`src/rtl/hex_keypad_entry.sv`:
```
// hex_keypad_entry: scans a 4x4 hex keypad, debounces press and release, and
// shifts each accepted digit into a 32-bit entry register for the display driver.
module hex_keypad_entry #(
    parameter int SCAN_DIV        = 1000,
    parameter int DEBOUNCE_CYCLES = 1_000_000
) (
    input  logic        clk,
    input  logic        rst,
    input  logic [3:0]  row_in,
    output logic [3:0]  col_out,
    input  logic        clear,
    output logic [31:0] number,
    output logic        load,
    output logic        key_valid,
    output logic [3:0]  key_code
);
    localparam int DW = $clog2(SCAN_DIV);
    localparam int CW = $clog2(DEBOUNCE_CYCLES);
    localparam logic [DW-1:0] DWELL_LAST = DW'(SCAN_DIV - 1);
    localparam logic [CW-1:0] CNT_LAST   = CW'(DEBOUNCE_CYCLES - 1);
    // Nibble {row,col} holds the legend printed on that key
    localparam logic [63:0] KEY_MAP = 64'hDF0E_C987_B654_A321;

    typedef enum logic [1:0] {SCAN, DEBOUNCE, ACCEPT, RELEASE} state_t;

    state_t        state_q, state_d;
    logic [1:0]    col_q, col_d;
    logic [1:0]    row_q, row_d;
    logic [DW-1:0] dwell_q, dwell_d;
    logic [CW-1:0] cnt_q, cnt_d;
    logic [31:0]   number_q, number_d;
    logic [3:0]    key_code_q, key_code_d;
    logic          load_q, load_d;
    logic          key_valid_q, key_valid_d;
    logic [3:0]    sync_q, rs_q;
    logic [1:0]    first_low;
    logic [3:0]    code;

    always_ff @(posedge clk or negedge rst) begin
        if (!rst) begin
            sync_q      <= 4'b1111;
            rs_q        <= 4'b1111;
            state_q     <= SCAN;
            col_q       <= '0;
            row_q       <= '0;
            dwell_q     <= '0;
            cnt_q       <= '0;
            number_q    <= '0;
            key_code_q  <= '0;
            load_q      <= 1'b0;
            key_valid_q <= 1'b0;
        end else begin
            sync_q      <= row_in;
            rs_q        <= sync_q;
            state_q     <= state_d;
            col_q       <= col_d;
            row_q       <= row_d;
            dwell_q     <= dwell_d;
            cnt_q       <= cnt_d;
            number_q    <= number_d;
            key_code_q  <= key_code_d;
            load_q      <= load_d;
            key_valid_q <= key_valid_d;
        end
    end

    assign first_low = !rs_q[0] ? 2'd0 : !rs_q[1] ? 2'd1 : !rs_q[2] ? 2'd2 : 2'd3;
    assign code      = KEY_MAP[{row_q, col_q, 2'b00} +: 4];

    always_comb begin
        state_d     = state_q;
        col_d       = col_q;
        row_d       = row_q;
        dwell_d     = dwell_q;
        cnt_d       = cnt_q;
        number_d    = number_q;
        key_code_d  = key_code_q;
        load_d      = 1'b0;
        key_valid_d = 1'b0;
        unique case (state_q)
            SCAN: begin
                // Rows are only trusted at the end of the dwell, once they have settled
                if (dwell_q == DWELL_LAST) begin
                    dwell_d = '0;
                    if (rs_q != 4'b1111) begin
                        state_d = DEBOUNCE;
                        row_d   = first_low;
                        cnt_d   = '0;
                    end else begin
                        col_d = col_q + 2'd1;
                    end
                end else begin
                    dwell_d = dwell_q + 1'b1;
                end
            end
            DEBOUNCE: begin
                if (rs_q[row_q]) begin
                    state_d = SCAN;
                    dwell_d = '0;
                end else if (cnt_q == CNT_LAST) begin
                    state_d = ACCEPT;
                end else begin
                    cnt_d = cnt_q + 1'b1;
                end
            end
            ACCEPT: begin
                number_d    = {number_q[27:0], code};
                key_code_d  = code;
                key_valid_d = 1'b1;
                load_d      = 1'b1;
                cnt_d       = '0;
                state_d     = RELEASE;
            end
            RELEASE: begin
                // Any key still down restarts the quiet period, so holds never repeat
                if (rs_q != 4'b1111) begin
                    cnt_d = '0;
                end else if (cnt_q == CNT_LAST) begin
                    state_d = SCAN;
                    col_d   = col_q + 2'd1;
                    dwell_d = '0;
                end else begin
                    cnt_d = cnt_q + 1'b1;
                end
            end
            default: state_d = SCAN;
        endcase
        if (clear) begin
            number_d = '0;
            load_d   = 1'b1;
        end
    end

    assign col_out   = ~(4'b0001 << col_q);
    assign number    = number_q;
    assign load      = load_q;
    assign key_valid = key_valid_q;
    assign key_code  = key_code_q;
endmodule

```
`config.mk`:
```
export PLATFORM = sky130hd
export DESIGN_NAME = hex_keypad_entry
export DESIGN_NICKNAME = d
export VERILOG_FILES = /design/src/rtl/hex_keypad_entry.sv
export SDC_FILE = /design/constraint.sdc
export NUM_CORES = 1
export LEC_CHECK = 0
export ABC_AREA = 1
export CAP_MARGIN = 30
export CORE_MARGIN = 5
export CORE_UTILIZATION = 30
export DETAILED_ROUTE_END_ITERATION = 10
export GPL_ROUTABILITY_DRIVEN = 0
export SLEW_MARGIN = 25
export SYNTH_ARGS = -nofsm -noshare
export SYNTH_HDL_FRONTEND = slang
export SYNTH_SLANG_ARGS = --single-unit
export TNS_END_PERCENT = 5
```
`constraint.sdc`:
```
create_clock -name clk -period 3.65 [get_ports clk]
set_input_delay 0.5475 -clock clk [delete_from_list [all_inputs] [get_ports clk]]
set_output_delay 0.5475 -clock clk [all_outputs]
set_load 0.005 [all_outputs]
```
==> results of run 1 <==
[kinds of logic (layout without fill, tap and decap cells)]
group / count (synthesis) / count (layout) / synth area share, %
flops: 82 / 82 / 45.3
fa+ha+maj: 8 / 8 / 2.20
xor+xnor: 10 / 10 / 1.93
buf+inv: 95 / 146 / 8.72
simple gates: 314 / 314 / 32.5
compound gates: 69 / 69 / 9.35
[power groups by stage]
stage	sequential, W	clock, W	combinational (W)
2_1_floorplan	0.000936	0	0.0000110
3_3_place_gp	0.000936	0	0.0000382
3_5_place_dp	0.000937	0	0.0000423
4_1_cts	0.000920	0.000934	0.0000424
5_1_grt	0.000920	0.000978	0.0000470
6_report	0.000920	0.000904	0.0000406
[Yosys cell counts, types with 2 or more instances]
| master | count | share of area, % |
|---|---|---|
| ha_1 | 8 | 2.2 |
| inv_2 | 6 | 0.50 |
| buf_2 | 4 | 0.44 |
| a22oi_1 | 5 | 0.83 |
| o21ai_1 | 3 | 0.33 |
| nand2_2 | 3 | 0.41 |
| nor3_1 | 3 | 0.33 |
| nand4_1 | 24 | 3.3 |
| xor2_1 | 7 | 1.3 |
| a31oi_1 | 2 | 0.28 |
| buf_6 | 3 | 0.74 |
| o21bai_1 | 6 | 0.99 |
| nand3_1 | 42 | 4.6 |
| clkbuf_1 | 3 | 0.25 |
| inv_1 | 74 | 6.1 |
| nor2_2 | 12 | 1.7 |
| nand3_2 | 3 | 0.66 |
| xnor2_1 | 3 | 0.58 |
| dfstp_2 | 8 | 4.6 |
| o211ai_1 | 2 | 0.33 |
| nor2_4 | 4 | 0.99 |
| o31ai_1 | 3 | 0.50 |
| o21ai_0 | 26 | 2.9 |
| nand2_4 | 4 | 0.99 |
| o22ai_1 | 12 | 1.7 |
| a21oi_1 | 4 | 0.44 |
| nand2_1 | 166 | 14 |
| inv_4 | 2 | 0.28 |
| nor2_1 | 45 | 3.7 |
| o21ai_2 | 6 | 1.2 |
| dfrtp_1 | 74 | 41 |
[critical path, delay by kind of cell, from the launching register on]
kind | cells | cell delay (ns)
flip-flops | 1 | 0.46
buffers and inverters | 3 | 0.71
adder cells (fa/ha/maj) | 1 | 0.24
[stage by stage]
step,power (W),cell area (µm²),instances,utilization [%],hold WS [ns]
after detailed placement,0.000979,5200,802,34.6,0.348
final,0.00186,5490,817,36.5,0.186
after global placement,0.000975,5180,801,34.4,0.346
after global routing,0.00195,5490,817,36.5,0.222
after floorplan,0.000947,4550,578,-,0.252
after CTS,0.00190,5490,817,36.5,0.201
[final timing paths]
| kind | from | end | slack (ns) | cells past startpoint |
|---|---|---|---|---|
| hold reg to reg | sync_q[1] | rs_q[1] | 0.36 | 0 |
| setup / recovery | col_q[0] | col_out[0] | 1.35 | 4 |
| hold / removal | rst | number[19] | 0.19 | 1 |
| min in group clk | sync_q[1] | rs_q[1] | 0.36 | 0 |
| setup reg to reg | state_q[0] | number[20] | 1.65 | 4 |
| max in group asynchronous | rst | sync_q[2] | 2.79 | 2 |
[area by class of cell]
type	instances	area share (%)
Sequential cell	82	37.5
Multi-Input combinational cell	401	38.0
Inverter	82	5.70
Clock inverter	4	0.934
Tap cell	188	4.28
Clock buffer	11	4.42
Timing Repair Buffer	49	9.07
[flip-flops by register name, summed over array words and instances (netlist names), named ones only]
register   count
key_code       4
row_q          2
dwell_q       10
cnt_q         20
state_q        1
load           1
col_q          2
rs_q           4
key_valid      1
number        32
sync_q         4
[cell usage in the layout (no fill, tap or decap), types with 2 or more instances in the layout]
cell type | synthesis | routed
o21ai_2 | 6 | 6
dfrtp_1 | 74 | 74
dfstp_2 | 8 | 8
a21oi_1 | 4 | 4
o21ai_1 | 3 | 3
a22oi_1 | 5 | 5
ha_1 | 8 | 8
xor2_1 | 7 | 7
o211ai_1 | 2 | 2
nor2_1 | 45 | 45
clkdlybuf4s50_1 | 0 | 47
o21ai_0 | 26 | 26
nand2_2 | 3 | 3
nand3_1 | 42 | 42
nand2_4 | 4 | 4
nand2_1 | 166 | 166
xnor2_1 | 3 | 3
nor2_2 | 12 | 12
inv_2 | 6 | 6
o21bai_1 | 6 | 6
nor3_1 | 3 | 3
clkbuf_16 | 0 | 9
o22ai_1 | 12 | 12
a31oi_1 | 2 | 2
nand3_2 | 3 | 3
o31ai_1 | 3 | 3
inv_1 | 74 | 74
nand4_1 | 24 | 24
nor2_4 | 4 | 4
inv_4 | 2 | 2
[per-layer routing]
layer	up-vias	global-route usage (%)
met3	23	4.42
met2	99	20.3
met4	0	5.03
li1	1954	-
met5	-	0
met1	1836	15.2
==> impl_metrics.csv, run 1 <==
group,metric,value,unit
critical_path,worstSetupStartpointType,"register",
placed_design,port_buffers,48,
routing,post-route-drc-count,0,
clocking,tritoncts_num_sinks,82,
die,std_cell_rows,45,
placed_design,post_placement_worst_setup_slack,1.08,ns
power_and_ir_drop,vdd_drop_max,0.201,mV
final_layout,layout-drive-gt1-share,11.0,%
routing,highest-signal-layer,"met4",
critical_path,critical_path.endpoint_type,"primary output",
final_layout,area_growth_syn_to_layout,20.7,%
clocking,postCtsSetupBuffers,0,
flow_run,cap_violations,0,
routing,routedLengthMet1,4840,µm
sta,period_needed,2.30,ns
clocking,cts-root-to-sink-buffers,2,
routing,firstDrtPassIters,5,
critical_path,criticalPathCategory,"register to primary output",
power_and_ir_drop,power_switching,0.000390,W
synth,synthesis.area,0.00455,mm²
final_layout,seq_area,0.00206,mm²
synth,yosys_register_bits,82,
synth,count_of_flip_flops_with_a_built_in_enable_after_synthesis,0,
die,floorplan.core_area,0.0150,mm²
sta,final_max_slew_viols,0,
power_and_ir_drop,swShare,20.9,%
die,floorplan.die_area,0.0177,mm²
sta,slew_headroom,44.9,%
grt,pin_count_of_the_biggest_net_entering_global_routing,43,
synth,leading_register_cell_type_out_of_synthesis,"dfrtp_1",
critical_path,cpMaxStageDelayCell,"clkdlybuf4s50_1",
clocking,clk_latency,0.34,ns
die,die_h,133,µm
critical_path,crit_path_cell_trace,"inv_1 > ha_1 > inv_1 > clkdlybuf4s50_1",
sta,maxClockFrequency,434,MHz
clocking,clk_pin_slew_worst_paths,0.06,ns
routing,routed_wire_length_per_instance,13.0,µm
clocking,cts_buffer_count,9,
grt,all_layer_gr_usage,12.5,%
sta,timing.final.ws_setup,1.35,ns
synth,yosys_warnings,0,
outcome,outcome,"finished, final reports clean",
routing,viasPerCell,4.79,
critical_path,critPathMaxFanout,7,
grt,grt_antenna_before_repair,0,
clocking,cts_h_tree_depth,3,
sta,worst_slew_pin_slew,0.823,ns
clocking,cts_resized,0,
sta,rsz_0062_raised_after_global_routing,"no",
critical_path,cp.arrival,1.75,ns
synth,syn-num-nets,593,
worst_hold_path,hold_class,"input pin to asynchronous set/reset pin",
routing,detailroute.wirelength.met3,565,µm
routing,detailroute.via_count,3912,
synth,post_synth_inst_count,578,
grt,first_global_vias,3793,
sta,finalHoldViolCount,0,
power_and_ir_drop,leakage,2.47,nW
sta,post-route-period-util,63.1,%
die,initial_core_util,30.3,%
critical_path,cpMostUsedCell,"inv_1",
synth,synth.lib_cells_used.distinct,42,
clocking,ctsRootBufferMaster,"clkbuf_16",
power_and_ir_drop,power_share_of_the_clock_group,48.5,%
placed_design,dp.final_hpwl,7840,µm
final_layout,multi_input_area,0.00209,mm²
routing,ant_nets,0,
clocking,hold_buffers,0,
routing,initialDrtViolationCount,282,
synth,ys_seq_area_share,45.3,%
power_and_ir_drop,comb_power_share,2.2,%
critical_path,worstPathRequired,3.10,ns
final_layout,final_net_count,640,
sta,aggregate_negative_setup_slack,0,ns
power_and_ir_drop,pd_cells,340,mW/mm²
clocking,cts_tree,"built",
synth,async_reset_ff_share,100,%
grt,wire_length_of_the_first_global_routing_pass,18200,µm
power_and_ir_drop,internal-power,0.00147,W
grt,grt_remaining_overflow,0,
power_and_ir_drop,power_frac_seq,49.4,%
critical_path,crit_path_max_incr_delay,0.50,ns
final_layout,insertedDiodeCount,0,
final_layout,final.fill_count,1503,
sta,fin_skew,0.00790,ns
synth,avgSynthCellArea,7.87,µm²
routing,drt-total-wl,10600,µm
routing,met2RoutedLength,4930,µm
sta,final-setup-viol-count,0,
die,die_x,133,µm
die,top_level_ports,49,
No activity file was read; power rests on OpenSTA's default activity.
==> inputs of run 2 (changes only) <==
==> constraint.sdc (replaced) <==
create_clock -name clk -period 1.95 [get_ports clk]
set_input_delay 0.2925 -clock clk [delete_from_list [all_inputs] [get_ports clk]]
set_output_delay 0.2925 -clock clk [all_outputs]
set_load 0.005 [all_outputs]
==> impl_metrics.csv, run 2 (synthesis gave the netlist of run 1 again) <==
group,metric,value,unit
sta,maxClockFrequency,534,MHz
critical_path,worstPathRequired,1.66,ns
final_layout,seq_area,0.00206,mm²
routing,drt-total-wl,10900,µm
final_layout,multi_input_area,0.00209,mm²
clocking,cts-root-to-sink-buffers,2,
clocking,tritoncts_num_sinks,82,
final_layout,area_growth_syn_to_layout,23.4,%
sta,aggregate_negative_setup_slack,0,ns
clocking,clk_pin_slew_worst_paths,0.06,ns
critical_path,worstSetupStartpointType,"register",
grt,grt_remaining_overflow,0,
routing,viasPerCell,4.76,
critical_path,criticalPathCategory,"register to primary output",
die,floorplan.die_area,0.0177,mm²
placed_design,placed_cells,814,
placed_design,dp.final_hpwl,8130,µm
die,std_cell_rows,45,
final_layout,layout_commonest_cell,"nand2_1",
final_layout,layout_common_cells,"nand2_1 (166), dfrtp_1 (73), inv_1 (72)",
worst_hold_path,min_delay_path_depth,1,
final_layout,final_net_count,656,
final_layout,insertedDiodeCount,0,
flow_run,cap_violations,0,
die,initial_core_util,30.3,%
routing,firstDrtPassIters,5,
routing,ant_nets,0,
worst_hold_path,hold-path-endpoint,"sync_q[3]",
clocking,cts_h_tree_depth,3,
clocking,ctsRootBufferMaster,"clkbuf_16",
sta,fin_skew,0.0103,ns
routing,initialDrtViolationCount,216,
grt,pin_count_of_the_biggest_net_entering_global_routing,29,
sta,finalHoldViolCount,0,
grt,grt_antenna_before_repair,0,
sta,period_needed,1.87,ns
die,floorplan.core_area,0.0150,mm²
routing,post-route-drc-count,0,
sta,slew_headroom,67.6,%
grt,wire_length_of_the_first_global_routing_pass,18600,µm
grt,all_layer_gr_usage,12.8,%
sta,post-route-period-util,96.1,%
die,die_x,133,µm
critical_path,reg2reg_to,"cnt_q[6]",
final_layout,final.fill_count,1472,
clocking,cts_buffer_count,9,
placed_design,port_buffers,48,
die,die_h,133,µm
clocking,cts_tree,"built",
power_and_ir_drop,pd_cells,610,mW/mm²
sta,final_max_slew_viols,0,
final_layout,post_layout_nonfiller_instances,834,
power_and_ir_drop,vdd_drop_max,0.358,mV
worst_hold_path,worst_hold_startpoint,"row_in[3]",
sta,worst_slew_pin_slew,0.482,ns
final_layout,number_of_flip_flops_under_the_largest_register_name,32,
worst_hold_path,hold_class,"input pin to register",
routing,detailroute.via_count,3968,
critical_path,cp.arrival,1.58,ns
critical_path,r2r_setup_slack,0.14,ns
critical_path,critPathMaxFanout,5,
clocking,clk_latency,0.34,ns
critical_path,reg2regPathDepth,10,
power_and_ir_drop,leakage,2.55,nW
critical_path,critical_path.endpoint_type,"primary output",
final_layout,layout-drive-gt1-share,13.8,%
outcome,outcome,"finished, final reports clean",
sta,rsz_0062_raised_after_global_routing,"no",
grt,first_global_vias,3916,
die,top_level_ports,49,
sta,final-setup-viol-count,0,
routing,routed_wire_length_per_instance,13.1,µm
critical_path,timing.rr.start,"dwell_q[1]",
-- run 2: worst max path at each step --
| stage | cells past startpoint | endpoint | start |
|---|---|---|---|
| floorplan | 9 | dwell_q[2] | cnt_q[0] |
| global placement | 9 | cnt_q[2] | dwell_q[1] |
| detailed placement | 9 | cnt_q[3] | dwell_q[1] |
| CTS | 4 | col_out[2] | col_q[0] |
| global route | 9 | cnt_q[2] | dwell_q[1] |
| finish | 4 | col_out[2] | col_q[0] |
-- run 2: repair_timing --
action,CTS,global route
pin swaps,0,0
hold endpoints to repair,17,0
gates cloned,0,0
buffers inserted,1,2
endpoints found under the setup margin,2,3
gates resized for setup,3,1
hold buffers,1,0
-- run 2: worst max-delay path: stages, from the launching register on --
cell and delay, ns:
dfrtp_2 0.41, inv_2 0.07, ha_1 0.21, inv_1 0.07, clkdlybuf4s50_1 0.49
-- run 2: layout make-up --
| class | instances | area share (%) |
|---|---|---|
| clock inverters | 6 | 0.870 |
| multi-input cells | 401 | 37.3 |
| inverters | 82 | 5.57 |
| clock buffers | 10 | 4.26 |
| well taps | 188 | 4.19 |
| repair buffers | 65 | 11.1 |
| flip-flops and latches | 82 | 36.8 |
-- run 2: per-stage QoR --
stage	power (W)	hold slack [ns]	setup WS [ns]	util [%]	area, µm²
2_1_floorplan	0.00177	-0.00309	0.335	-	4550
3_3_place_gp	0.00184	0.218	0.166	35.2	5290
3_5_place_dp	0.00184	0.223	0.159	35.2	5290
4_1_cts	0.00349	0.345	0.0215	37.2	5600
5_1_grt	0.00358	0.343	0.00427	37.3	5610
6_report	0.00343	0.356	0.0763	37.3	5610
-- run 2: where the power goes --
group | internal [W] | switching [W]
registers | 0.00172 | 0.00000452
clock network | 0.000910 | 0.000708
logic | 0.0000269 | 0.0000583
total | 0.00265 | 0.000771
-- run 2: metal layers --
metal	part of all wire (%)	wire [µm]	vias to the layer above	GRT usage (%)
met5	0	0	-	0
met4	1.7	181	0	5.14
met3	5.4	594	14	3.89
met2	48	5210	104	20.4
met1	45	4940	1848	16.3
li1	-	-	2002	-
==> inputs of run 3 (changes only) <==
--- a/config.mk
+++ b/config.mk
@@ -9,6 +9,7 @@
 export CAP_MARGIN = 30
 export CORE_MARGIN = 5
 export CORE_UTILIZATION = 30
+export CTS_BUF_LIST = sky130_fd_sc_hd__clkbuf_16
 export DETAILED_ROUTE_END_ITERATION = 10
 export GPL_ROUTABILITY_DRIVEN = 0
 export SLEW_MARGIN = 25
==> impl_metrics.csv, run 3 (synthesis gave the netlist of run 1 again) <==
group,metric,value,unit
outcome,outcome,"finished, final reports clean",
power_and_ir_drop,p_total,0.00338,W
routing,ant_nets,0,
power_and_ir_drop,comb_power_share,2.5,%
critical_path,cpMaxStageDelayCell,"clkdlybuf4s50_1",
power_and_ir_drop,power_share_of_the_clock_group,46.5,%
sta,final-setup-viol-count,0,
sta,post-route-period-util,96.0,%
power_and_ir_drop,vdd_drop_max,0.355,mV
final_layout,layout_commonest_cell,"nand2_1",
routing,post-route-drc-count,0,
grt,wire_length_of_the_first_global_routing_pass,18600,µm
worst_hold_path,min_delay_path_depth,1,
power_and_ir_drop,leakage,2.54,nW
grt,first_global_vias,3914,
die,die_x,133,µm
sta,aggregate_negative_setup_slack,0,ns
die,die_h,133,µm
die,top_level_ports,49,
routing,drt-total-wl,10900,µm
routing,firstDrtPassIters,5,
final_layout,final_net_count,656,
critical_path,worstSetupStartpointType,"register",
die,initial_core_util,30.3,%
critical_path,crit_path_cell_trace,"inv_2 > ha_1 > inv_1 > clkdlybuf4s50_1",
sta,timing.final.ws_setup,0.0776,ns
power_and_ir_drop,swShare,22.6,%
routing,detailroute.via_count,3968,
clocking,cts_buffer_count,9,
placed_design,post_placement_worst_setup_slack,0.159,ns
placed_design,port_buffers,48,
routing,initialDrtViolationCount,235,
sta,slew_headroom,67.8,%
routing,viasPerCell,4.76,
critical_path,criticalPathCategory,"register to primary output",
placed_design,placed_cells,814,
clocking,cts_tree,"built",
critical_path,crit_path_max_incr_delay,0.49,ns
final_layout,layout_common_cells,"nand2_1 (166), dfrtp_1 (73), inv_1 (72)",
die,floorplan.die_area,0.0177,mm²
critical_path,worstPathRequired,1.66,ns
grt,grt_remaining_overflow,0,
grt,all_layer_gr_usage,12.8,%
grt,grt_antenna_before_repair,0,
sta,maxClockFrequency,534,MHz
clocking,ctsRootBufferMaster,"clkbuf_16",
critical_path,critical_path.endpoint_type,"primary output",
die,floorplan.core_area,0.0150,mm²
clocking,cts-root-to-sink-buffers,2,
clocking,clk_latency,0.34,ns
sta,worst_slew_pin_slew,0.478,ns
routing,routed_wire_length_per_instance,13.1,µm
grt,pin_count_of_the_biggest_net_entering_global_routing,29,
sta,final_max_slew_viols,0,
critical_path,worst_path_dominant_cell_family,"buffers and inverters",
sta,rsz_0062_raised_after_global_routing,"no",
clocking,clk_pin_slew_worst_paths,0.06,ns
clocking,cts_h_tree_depth,3,
worst_hold_path,hold_class,"input pin to register",
placed_design,dp.final_hpwl,8130,µm
clocking,tritoncts_num_sinks,82,
final_layout,area_growth_syn_to_layout,23.2,%
sta,fin_skew,0.00954,ns
critical_path,reg2regPathDepth,9,
sta,period_needed,1.87,ns
final_layout,final.fill_count,1474,
critical_path,critical_path_buf_inv_count,3,
sta,finalHoldViolCount,0,
final_layout,layout-drive-gt1-share,13.6,%
critical_path,cp.depth,4,
final_layout,insertedDiodeCount,0,
power_and_ir_drop,internal-power,0.00261,W
final_layout,number_of_flip_flops_under_the_largest_register_name,32,
flow_run,cap_violations,0,
die,std_cell_rows,45,
critical_path,critPathMaxFanout,5,
final_layout,post_layout_nonfiller_instances,834,
power_and_ir_drop,power_switching,0.000765,W
critical_path,cp.arrival,1.58,ns
power_and_ir_drop,power_frac_seq,50.9,%
power_and_ir_drop,pd_cells,603,mW/mm²
## run 3: worst reg2reg max path: stages (launching register included)
cell	delay, ns
dfrtp_1	0.44
ha_1	0.23
nand2_2	0.11
nor2_2	0.17
nand3_2	0.11
nand2_4	0.15
nand2_8	0.15
inv_4	0.17
nor2_1	0.06
o21bai_1	0.14
## run 3: final timing paths
kind                       slack, ns  startpoint          to
max                             0.08    col_q[0]  col_out[2]
min                             0.36   row_in[3]   sync_q[3]
max reg2reg                     0.13  dwell_q[1]    cnt_q[2]
min reg2reg                     0.36   sync_q[0]     rs_q[0]
max in group asynchronous       0.98         rst   sync_q[3]
min in group asynchronous       0.40         rst  number[27]
## run 3: layout make-up
| class | instances | area (µm²) | area share, % |
|---|---|---|---|
| Inverter | 82 | 313 | 5.58 |
| Multi-Input combinational cell | 401 | 2090 | 37.3 |
| Timing Repair Buffer | 65 | 621 | 11.1 |
| Clock buffer | 9 | 225 | 4.02 |
| Tap cell | 188 | 235 | 4.20 |
| Clock inverter | 7 | 52.6 | 0.938 |
| Sequential cell | 82 | 2060 | 36.8 |
## run 3: routing by layer
layer / vias up / track usage (%) / wire, µm
met2: 109 / 20.6 / 5210
met4: 0 / 4.80 / 170
li1: 2001 / - / -
met5: - / 0 / 0
met1: 1844 / 16.2 / 4890
met3: 14 / 3.89 / 630
## run 3: timing repair
item	in CTS	in global routing
gates resized for setup	3	1
setup endpoints to repair	2	3
endpoints found under the hold margin	17	0
setup buffers	1	2
hold buffers	1	0
## run 3: per-stage QoR
stage	hold WS, ns	utilization, %	instance area [µm²]
2_1_floorplan	-0.00309	-	4550
3_3_place_gp	0.218	35.2	5290
3_5_place_dp	0.223	35.2	5290
4_1_cts	0.345	37.2	5590
5_1_grt	0.343	37.3	5600
6_report	0.356	37.3	5600
## run 3: power by group through the flow
stage	Sequential [W]	Clock, W	Combinational [W]
final	0.00172	0.00157	0.0000853
after global routing	0.00172	0.00172	0.0000986
after CTS	0.00172	0.00163	0.0000896
after detailed placement	0.00175	0	0.0000878
after global placement	0.00175	0	0.0000858
after floorplan	0.00175	0	0.0000207
